**config.mk**
```make
export PLATFORM = sky130hd
export DESIGN_NAME = hmc_rsp_flit_scheduler
export DESIGN_NICKNAME = d
export VERILOG_FILES = /design/src/rtl/hmc_sched_pkg.sv /design/src/rtl/hmc_rr_arbiter.sv /design/src/rtl/hmc_rsp_flit_scheduler.sv
export SDC_FILE = /design/constraint.sdc
export NUM_CORES = 1
export LEC_CHECK = 0
export ABC_CLOCK_PERIOD_IN_PS = 1800
export BUFFER_PORTS_ARGS = -buffer_cell sky130_fd_sc_hd__buf_2
export CAP_MARGIN = 20
export CORE_AREA = 3 3 610 612
export DETAILED_ROUTE_END_ITERATION = 12
export DIE_AREA = 0 0 613 615
export SYNTH_ARGS = -nofsm -noshare
export SYNTH_HDL_FRONTEND = slang
export SYNTH_HIERARCHICAL = 1
export SYNTH_SLANG_ARGS = --single-unit
```
**constraint.sdc**
```tcl
create_clock -name clk -period 1.8 [get_ports clk]
set_input_delay 0.36 -clock clk [delete_from_list [all_inputs] [get_ports clk]]
set_output_delay 0.36 -clock clk [all_outputs]
set_load 0.05 [all_outputs]
```
**src/rtl/hmc_sched_pkg.sv**
```systemverilog
// Shared types and helpers for the HMC response flit scheduler.
// Holds the FSM state encoding, the legal-length bound and the flit-keep test.
package hmc_sched_pkg;

  typedef enum logic [1:0] {
    ST_IDLE  = 2'd0,
    ST_SEND  = 2'd1,
    ST_DRAIN = 2'd2
  } sched_state_e;

  localparam logic [3:0] LNG_MAX = 4'd9;

  // Flit f of a beat survives only while it lies below the valid-flit count n.
  function automatic logic flit_mask_bit(input logic [3:0] n, input int f);
    return (5'(f) < {1'b0, n});
  endfunction

  function automatic logic lng_legal(input logic [3:0] lng);
    return (lng != 4'd0) && (lng <= LNG_MAX);
  endfunction

endpackage

```
**src/rtl/hmc_rr_arbiter.sv**
```systemverilog
// Round-robin arbiter: one-hot grant searched from a rotating pointer;
// the pointer moves past the granted requester on each advance strobe.
module hmc_rr_arbiter #(
  parameter int NUM_REQ = 2
) (
  input  logic               clk,
  input  logic               res,
  input  logic [NUM_REQ-1:0] req,
  input  logic               advance,
  output logic [NUM_REQ-1:0] grant
);

  localparam int IW = (NUM_REQ > 1) ? $clog2(NUM_REQ) : 1;

  logic [IW-1:0] ptr_r;
  logic [IW-1:0] gidx_s;
  logic [IW-1:0] nxt_ptr_s;
  logic          found_s;

  function automatic logic [IW-1:0] rot_idx(input logic [IW-1:0] p, input int k);
    return IW'((int'(p) + k) % NUM_REQ);
  endfunction

  // Rotating-priority search, first hit at or after the pointer wins.
  always_comb begin
    grant   = '0;
    gidx_s  = '0;
    found_s = 1'b0;
    for (int k = 0; k < NUM_REQ; k++) begin
      if (!found_s && req[rot_idx(ptr_r, k)]) begin
        grant[rot_idx(ptr_r, k)] = 1'b1;
        gidx_s                   = rot_idx(ptr_r, k);
        found_s                  = 1'b1;
      end else begin
        found_s = found_s;
      end
    end
    nxt_ptr_s = (int'(gidx_s) + 1 >= NUM_REQ) ? '0 : gidx_s + IW'(1);
  end

  // Pointer register.
  always_ff @(posedge clk) begin
    if (res) begin
      ptr_r <= '0;
    end else if (advance && found_s) begin
      ptr_r <= nxt_ptr_s;
    end else begin
      ptr_r <= ptr_r;
    end
  end

endmodule

```
**src/rtl/hmc_rsp_flit_scheduler.sv**
```systemverilog
// Merges packet beats from several response requesters onto one registered
// flit-word stream, granting whole packets round-robin and masking tail flits.
module hmc_rsp_flit_scheduler
  import hmc_sched_pkg::*;
#(
  parameter int FPW       = 4,
  parameter int FLIT_SIZE = 128,
  parameter int DWIDTH    = 512,
  parameter int NUM_REQ   = 2
) (
  input  logic                      clk,
  input  logic                      res,
  input  logic [NUM_REQ-1:0]        req_valid,
  output logic [NUM_REQ-1:0]        req_ready,
  input  logic [NUM_REQ*DWIDTH-1:0] req_data,
  input  logic [NUM_REQ*4-1:0]      req_lng,
  output logic [DWIDTH-1:0]         phy_data_rx_phy2link,
  output logic                      out_valid,
  input  logic                      out_ready,
  output logic                      out_sop,
  output logic                      out_eop,
  output logic                      lng_err
);

  localparam logic [3:0] FPW_C = 4'(FPW);

  sched_state_e        state_r, state_s;
  logic [NUM_REQ-1:0]  owner_r, owner_s;
  logic                first_r, first_s;
  logic [3:0]          rem_r, rem_s;
  logic [NUM_REQ-1:0]  grant_s;
  logic                adv_s;
  logic                can_load_s;
  logic                own_valid_s;
  logic                accept_s;
  logic [DWIDTH-1:0]   sel_data_s;
  logic [3:0]          sel_lng_s;
  logic [3:0]          cur_rem_s;
  logic [3:0]          take_s;
  logic                illegal_s;
  logic                last_s;
  logic [DWIDTH-1:0]   word_s;
  logic [DWIDTH-1:0]   data_r;
  logic                valid_r, sop_r, eop_r, err_r;

  hmc_rr_arbiter #(.NUM_REQ(NUM_REQ)) u_arb (
    .clk     (clk),
    .res     (res),
    .req     (req_valid),
    .advance (adv_s),
    .grant   (grant_s)
  );

  assign can_load_s  = ~valid_r | out_ready;
  assign own_valid_s = |(owner_r & req_valid);
  assign req_ready   = (state_r == ST_SEND && !res && can_load_s) ? owner_r : '0;
  assign accept_s    = |(req_ready & req_valid);

  // One-hot owner mux of beat data and length field.
  always_comb begin
    sel_data_s = '0;
    sel_lng_s  = 4'd0;
    for (int i = 0; i < NUM_REQ; i++) begin
      sel_data_s = sel_data_s | (req_data[i*DWIDTH +: DWIDTH] & {DWIDTH{owner_r[i]}});
      sel_lng_s  = sel_lng_s  | (req_lng[i*4 +: 4] & {4{owner_r[i]}});
    end
  end

  // Beat accounting: flits carried by this beat and tail-flit masking.
  always_comb begin
    cur_rem_s = first_r ? sel_lng_s : rem_r;
    take_s    = (cur_rem_s < FPW_C) ? cur_rem_s : FPW_C;
    illegal_s = first_r & ~lng_legal(sel_lng_s);
    last_s    = illegal_s | (cur_rem_s <= FPW_C);
    word_s    = '0;
    for (int f = 0; f < FPW; f++) begin
      word_s[f*FLIT_SIZE +: FLIT_SIZE] = sel_data_s[f*FLIT_SIZE +: FLIT_SIZE]
                                         & {FLIT_SIZE{flit_mask_bit(take_s, f)}};
    end
  end

  // Next-state logic; the successor is picked in the cycle of the last beat.
  always_comb begin
    state_s = state_r;
    owner_s = owner_r;
    first_s = first_r;
    rem_s   = rem_r;
    adv_s   = 1'b0;
    case (state_r)
      ST_IDLE: begin
        if (|req_valid) begin
          state_s = ST_SEND;
          owner_s = grant_s;
          first_s = 1'b1;
          adv_s   = 1'b1;
        end else begin
          state_s = ST_IDLE;
        end
      end
      ST_SEND: begin
        if (accept_s && last_s) begin
          owner_s = grant_s;
          first_s = 1'b1;
          rem_s   = 4'd0;
          adv_s   = 1'b1;
          state_s = ST_SEND;
        end else if (accept_s) begin
          first_s = 1'b0;
          rem_s   = cur_rem_s - take_s;
        end else if (first_r && !own_valid_s) begin
          // A successor with nothing to send gives the grant back.
          owner_s = '0;
          first_s = 1'b0;
          state_s = (valid_r && !out_ready) ? ST_DRAIN : ST_IDLE;
        end else begin
          state_s = ST_SEND;
        end
      end
      ST_DRAIN: begin
        if (can_load_s) begin
          state_s = ST_IDLE;
        end else begin
          state_s = ST_DRAIN;
        end
      end
      default: begin
        state_s = ST_IDLE;
        owner_s = '0;
        first_s = 1'b0;
        rem_s   = 4'd0;
      end
    endcase
  end

  // FSM and packet-tracking registers.
  always_ff @(posedge clk) begin
    if (res) begin
      state_r <= ST_IDLE;
      owner_r <= '0;
      first_r <= 1'b0;
      rem_r   <= 4'd0;
    end else begin
      state_r <= state_s;
      owner_r <= owner_s;
      first_r <= first_s;
      rem_r   <= rem_s;
    end
  end

  // Output word register; holds while the sink stalls.
  always_ff @(posedge clk) begin
    if (res) begin
      data_r  <= '0;
      valid_r <= 1'b0;
      sop_r   <= 1'b0;
      eop_r   <= 1'b0;
      err_r   <= 1'b0;
    end else begin
      err_r <= accept_s & illegal_s;
      if (can_load_s) begin
        valid_r <= accept_s & ~illegal_s;
        sop_r   <= accept_s & ~illegal_s & first_r;
        eop_r   <= accept_s & ~illegal_s & last_s;
        data_r  <= (accept_s && !illegal_s) ? word_s : data_r;
      end else begin
        valid_r <= valid_r;
        sop_r   <= sop_r;
        eop_r   <= eop_r;
        data_r  <= data_r;
      end
    end
  end

  assign phy_data_rx_phy2link = data_r;
  assign out_valid            = valid_r;
  assign out_sop              = sop_r;
  assign out_eop              = eop_r;
  assign lng_err              = err_r;

endmodule

```
==> metrics, run 1 <==
TritonCTS Sinks 526; worst vdd ir 0.0006350 V; asr flop ratio synth 0%; die area 0.3770 mm2; worst-path fanout max 18; crit-path most repeated cell buf_12; endpoints failing hold 0; Synth Cell Area 0.02427 mm2; failing checks negative setup slack; crit path capture type register; Detailed Route Iter0 Violations 4,144; CP max-delay cell dfxtp_4; die width 613 um; most common cell after layout, fill and taps aside buf_2; area fraction of the dominant cell type after synthesis 43.39%; Req. time, crit path 2.37 ns; first-pass GRT wire length 393.0 mm; CTS buffer count 77; Layout area overhead 121.2%; Slew Limit Fails 0; global route total overflow 0; DRT Wirelength 332.0 mm; GRT Total Usage 16.26%; Inst Count DP 9,122; Synth Register Bits 526; top cells by area, synth dfxtp_1 43%, a22o_1 19%, a21oi_1 8.1%; dpl ws -0.5940 ns; RSZ-0062 raised after global routing yes; clock slew at reported path FFs 0.06 ns; worst-path cell chain a22oi_2 -> a21oi_2 -> buf_4 -> or2_4 -> a21o_4 -> buf_12 -> buf_12 -> nand3_1 -> a21oi_1; crit-path leading delay family buffers and inverters; largest family of logic cells by synthesized area compound AO/OA/AOI/OAI gates; layout cell share with drive strength beyond 1 44.21%; Post-synth EDFFs 0; commonest cells after routing, fill and taps aside 1,550 x buf_2, 752 x dlygate4sd3_1, 521 x dfxtp_1, 514 x a22o_1, 361 x nand2_1; core area 0.3680 mm2; Root Buffer clkbuf_16; NumNets Final 6,291; simple-gate area share of the yosys netlist 16.68%; antenna violations before repair 454; Final GP Congestion 1.040; Pwr Total 36.46 mW; hpwl dp 276.2 mm; Synthesized Nets 3,898; Mean Syn Cell Area 8.483 um2; Worst-Skew Late Latency 0.80 ns; status finished, violations left; arrival time at the worst endpoint 2.95 ns; CP peak stage delay 0.39 ns; clk_skew 0.08650 ns; Starting Density 6.595%; Power per Cell Area 679.1 mW/mm2; Slew @ Worst Pin 1.280 ns; clk buf depth 4; drt pass-1 iters 5; Post-Layout Cell Count 10,362; part of the cycle the worst path needs 132.4%; cell count after synthesis 2,861; register area share after synthesis 43.39%; fin worst setup slack -0.5834 ns; CTS H-tree lvls 3; vias in the first global route 33,775; top_reg_cell synth dfxtp_1; TritonCTS clock tree done; max-cap viol count 0; Post-Synth Adder-Cell Area 0%; fmax 419.6 MHz; Synth area leader dfxtp_1; mux contribution to synthesized area 0%; drt wl/cell 32.04 um; fin crit period 2.383 ns; largest net degree at the start of global routing 173; Residual DRC 0; vias 37,817; Avg Vias per Cell 3.650; placement row count 223; Synth Area in Compound Gates 33.57%; Critical path buffers and inverters 3; XOR/XNOR Fraction of Synth Area 0%; WS Path Type register to register; Critical Path Source Type register; Die H 615 um; Synth cell types 38; LEAKAGE 21.27 nW; slew margin rel. 14.68%; DRT antenna net count 0; final setup fails 680; # port buffers 1,554; Ports 1,555; Ys Warns 6; worst hold path type primary input to register
[flip-flops by register name (all words and copies together), names as in the netlist, named ones only]
name                  flops
state_r                   2
phy_data_rx_phy2link    512
owner_r                   2
out_valid                 1
out_eop                   1
lng_err                   1
first_r                   1
rem_r                     4
out_sop                   1
[final timing paths]
path	start	to	slack (ns)	depth (start not counted)
setup / recovery	owner_r[0]$_SDFFE_PP0P_	phy_data_rx_phy2link[264]$_SDFFE_PP0P_	-0.58	9
hold / removal	req_data[191]	phy_data_rx_phy2link[191]$_SDFFE_PP0P_	0.08	4
setup reg to reg	owner_r[0]$_SDFFE_PP0P_	phy_data_rx_phy2link[264]$_SDFFE_PP0P_	-0.58	9
hold reg to reg	phy_data_rx_phy2link[267]$_SDFFE_PP0P_	phy_data_rx_phy2link[267]$_SDFFE_PP0P_	0.45	2
[per-layer routing]
metal / global-route usage [%] / wire, um
met1: 18.28 / 123800
met2: 25.70 / 145100
met3: 7.686 / 41120
met4: 7.861 / 20520
met5: 0 / 1449
[cell type report]
class,instances,area [um2]
inverters,5,18.77
repair buffers,2644,20460
flip-flops and latches,526,10540
clock buffers,99,2162
multi-input cells,2000,13450
clock inverters,33,456.7
fillers,41807,314300
well taps,4837,6052
diodes,218,545.5
[worst reg2reg max path: stages (launching register included)]
cell     delay, ns
dfxtp_4       0.39
a22oi_2       0.24
a21oi_2       0.11
buf_4         0.15
or2_4         0.25
a21o_4        0.19
buf_12        0.15
buf_12        0.52
nand3_1       0.10
a21oi_1       0.07
[report_power, final]
group	total, mW	internal, mW	switching (mW)
clock network	16.6	9.91	6.66
logic	8.19	3.58	4.61
registers	11.7	11.7	0.0323
[cells by family after synthesis]
kind of cell | after synthesis
AND/OR/NAND/NOR | 934
AO/OA/AOI/OAI | 1065
flip-flops | 526
buffers and inverters | 336
[what timing repair did]
item,4_1_cts,5_1_grt
pin swaps,37,113
setup buffers,50,32
resized for setup,115,312
hold endpoints to repair,426,0
cloned,28,37
endpoints found under the setup margin,962,941
hold buffers,752,0
[cells in the mapped netlist (all sizes together), types with 3 or more instances]
library cell and number:
nor2 143, dfxtp 526, clkbuf 237, a22o 514
a22oi 135, o21ai 8, nand2 390, a21oi 395
nor3 3, nand3 387, buf 94, inv 5
[per-stage QoR]
| stage | setup TNS, ns | instance area (um2) | utilization [%] | hold slack, ns |
|---|---|---|---|---|
| 3_5_place_dp | -237.21 | 38830 | 10.55 | 0.4431 |
| 3_3_place_gp | -249.86 | 38830 | 10.55 | 0.4387 |
| 2_1_floorplan | -42.72 | 24390 | - | 0.4224 |
| 6_report | -256.03 | 53690 | 14.59 | 0.07513 |
| 4_1_cts | -282.98 | 50800 | 13.80 | 0.00001543 |
| 5_1_grt | -318.63 | 53390 | 14.51 | 0.02090 |
No activity file was read; power rests on OpenSTA's default activity.
==> run 2, diff against run 1 <==
--- a/config.mk
+++ b/config.mk
@@ -6,7 +6,7 @@
 export NUM_CORES = 1
 export LEC_CHECK = 0
 export ABC_CLOCK_PERIOD_IN_PS = 1800
-export BUFFER_PORTS_ARGS = -buffer_cell sky130_fd_sc_hd__buf_2
+export BUFFER_PORTS_ARGS = -buffer_cell sky130_fd_sc_hd__clkbuf_2
 export CAP_MARGIN = 20
 export CORE_AREA = 3 3 610 612
 export DETAILED_ROUTE_END_ITERATION = 12
==> metrics, run 2 (same netlist as run 1, synthesis figures left out) <==
failing checks negative setup slack; Layout area overhead 123.6%; commonest cells after routing, fill and taps aside 1,535 x clkbuf_2, 778 x dlygate4sd3_1, 521 x dfxtp_1, 514 x a22o_1, 343 x a21oi_1; status finished, violations left; CTS H-tree lvls 3; vias in the first global route 33,770; crit path capture type register; most common cell after layout, fill and taps aside clkbuf_2; Pwr Total 37.17 mW; GR Util met2 25.63%; WS Path Type register to register; fmax 422.8 MHz; Starting Density 6.595%; GRT Total Usage 16.21%; worst vdd ir 0.0006034 V; Critical Path Source Type register; Root Buffer clkbuf_16; Detailed Route Iter0 Violations 3,795; fin worst setup slack -0.5652 ns; Slew Limit Fails 0; antenna violations before repair 442; arrival time at the worst endpoint 2.99 ns; drt pass-1 iters 5; Power per Cell Area 684.9 mW/mm2; part of the cycle the worst path needs 131.4%; placed cell area 0.03873 mm2; Ports 1,555; max-cap viol count 0; Req. time, crit path 2.42 ns; Die H 615 um; LEAKAGE 21.34 nW; Worst-Skew Late Latency 0.77 ns; dpl ws -0.6539 ns; placement row count 223; global route hottest layer met2; worst-path fanout max 10; NumNets Final 6,320; Design Area, Final 0.05427 mm2; post-route setup TNS -230.58 ns; Slew @ Worst Pin 1.161 ns; clk buf depth 4; TritonCTS Sinks 526; global route total overflow 0; first-pass GRT wire length 392.1 mm; core area 0.3680 mm2; die area 0.3770 mm2; fin crit period 2.365 ns; Avg Vias per Cell 3.674; met1 Usage GRT 17.80%; largest net degree at the start of global routing 163; # port buffers 1,554; Final GP Congestion 1.055; RSZ-0062 raised after global routing yes; DRT antenna net count 0; vias 37,940; layout cell share with drive strength beyond 1 44.38%; final setup fails 705; global routing met3 resource utilization 8.313%; worst hold path type primary input to register; slew margin rel. 22.63%; max FFs per register 512; Residual DRC 0; TritonCTS clock tree done; clk_skew 0.06696 ns; hpwl dp 273.3 mm; clock slew at reported path FFs 0.06 ns; endpoints failing hold 0; drt wl/cell 32.26 um; die width 613 um; DRT Wirelength 333.2 mm; CTS buffer count 75
## run 2: changes by cell type in the layout (fill, tap and decap cells not counted), moves of 22 or more
cell	delta
nand3_2	+24
nand2_2	+22
diode_2	-64
buf_2	-1550
dlygate4sd3_1	+26
clkbuf_2	+1535
nand2_1	-30
a21oi_2	-23
a21oi_1	+23
## run 2: worst max-delay path, cell delays in order (launching register included)
cell	delay, ns
dfxtp_4	0.39
a22oi_2	0.25
a21oi_2	0.11
or3_4	0.45
o211a_4	0.27
buf_12	0.16
buf_6	0.18
clkbuf_16	0.16
a22oi_2	0.12
nor2_1	0.05
## run 2: per-stage QoR
step / hold WS [ns] / instances / utilization (%)
after floorplan: 0.4224 / 2861 / -
after global placement: 0.4415 / 9109 / 10.53
after detailed placement: 0.4460 / 9109 / 10.53
after CTS: 0.0002856 / 10095 / 13.94
after global routing: 0.03123 / 10252 / 14.70
final: 0.06450 / 10327 / 14.75
## run 2: final timing paths
check                                                       startpoint  slack (ns)                                      to  cells after the start
worst max register to register                 owner_r[1]$_SDFFE_PP0P_       -0.57   phy_data_rx_phy2link[62]$_SDFFE_PP0P_                      9
worst min-delay path                                     req_data[196]        0.06  phy_data_rx_phy2link[196]$_SDFFE_PP0P_                      4
worst max-delay path                           owner_r[1]$_SDFFE_PP0P_       -0.57   phy_data_rx_phy2link[62]$_SDFFE_PP0P_                      9
worst min register to register  phy_data_rx_phy2link[173]$_SDFFE_PP0P_        0.45  phy_data_rx_phy2link[173]$_SDFFE_PP0P_                      2
## run 2: final cells by class
type                            count  area (um2)
Sequential cell                   526       10540
Antenna cell                      154       385.4
Multi-Input combinational cell   1999       13430
Clock buffer                      102        2141
Timing Repair Buffer             2676       21280
Fill cell                       41664      313800
Inverter                            5       18.77
Tap cell                         4837        6052
Clock inverter                     28       420.4
## run 2: repair_timing
| item | 4_1_cts | 5_1_grt |
|---|---|---|
| setup endpoints to repair | 987 | 977 |
| hold buffers | 778 | 0 |
| setup buffers | 46 | 34 |
| resized for setup | 214 | 278 |
| cloned | 34 | 55 |
| pin swaps | 52 | 71 |
| endpoints found under the hold margin | 434 | 0 |
## run 2: power by group
| group | total (mW) | internal [mW] | switching [mW] |
|---|---|---|---|
| sequential | 11.7 | 11.7 | 0.0351 |
| combinational | 9.20 | 4.24 | 4.96 |
| clock | 16.3 | 9.65 | 6.62 |
## run 2: metal layers
metal | vias up | share of wire (%)
met5 | - | 0.49
met4 | 236 | 6.5
met3 | 1157 | 13
met2 | 2952 | 44
met1 | 17979 | 36
li1 | 15616 | -
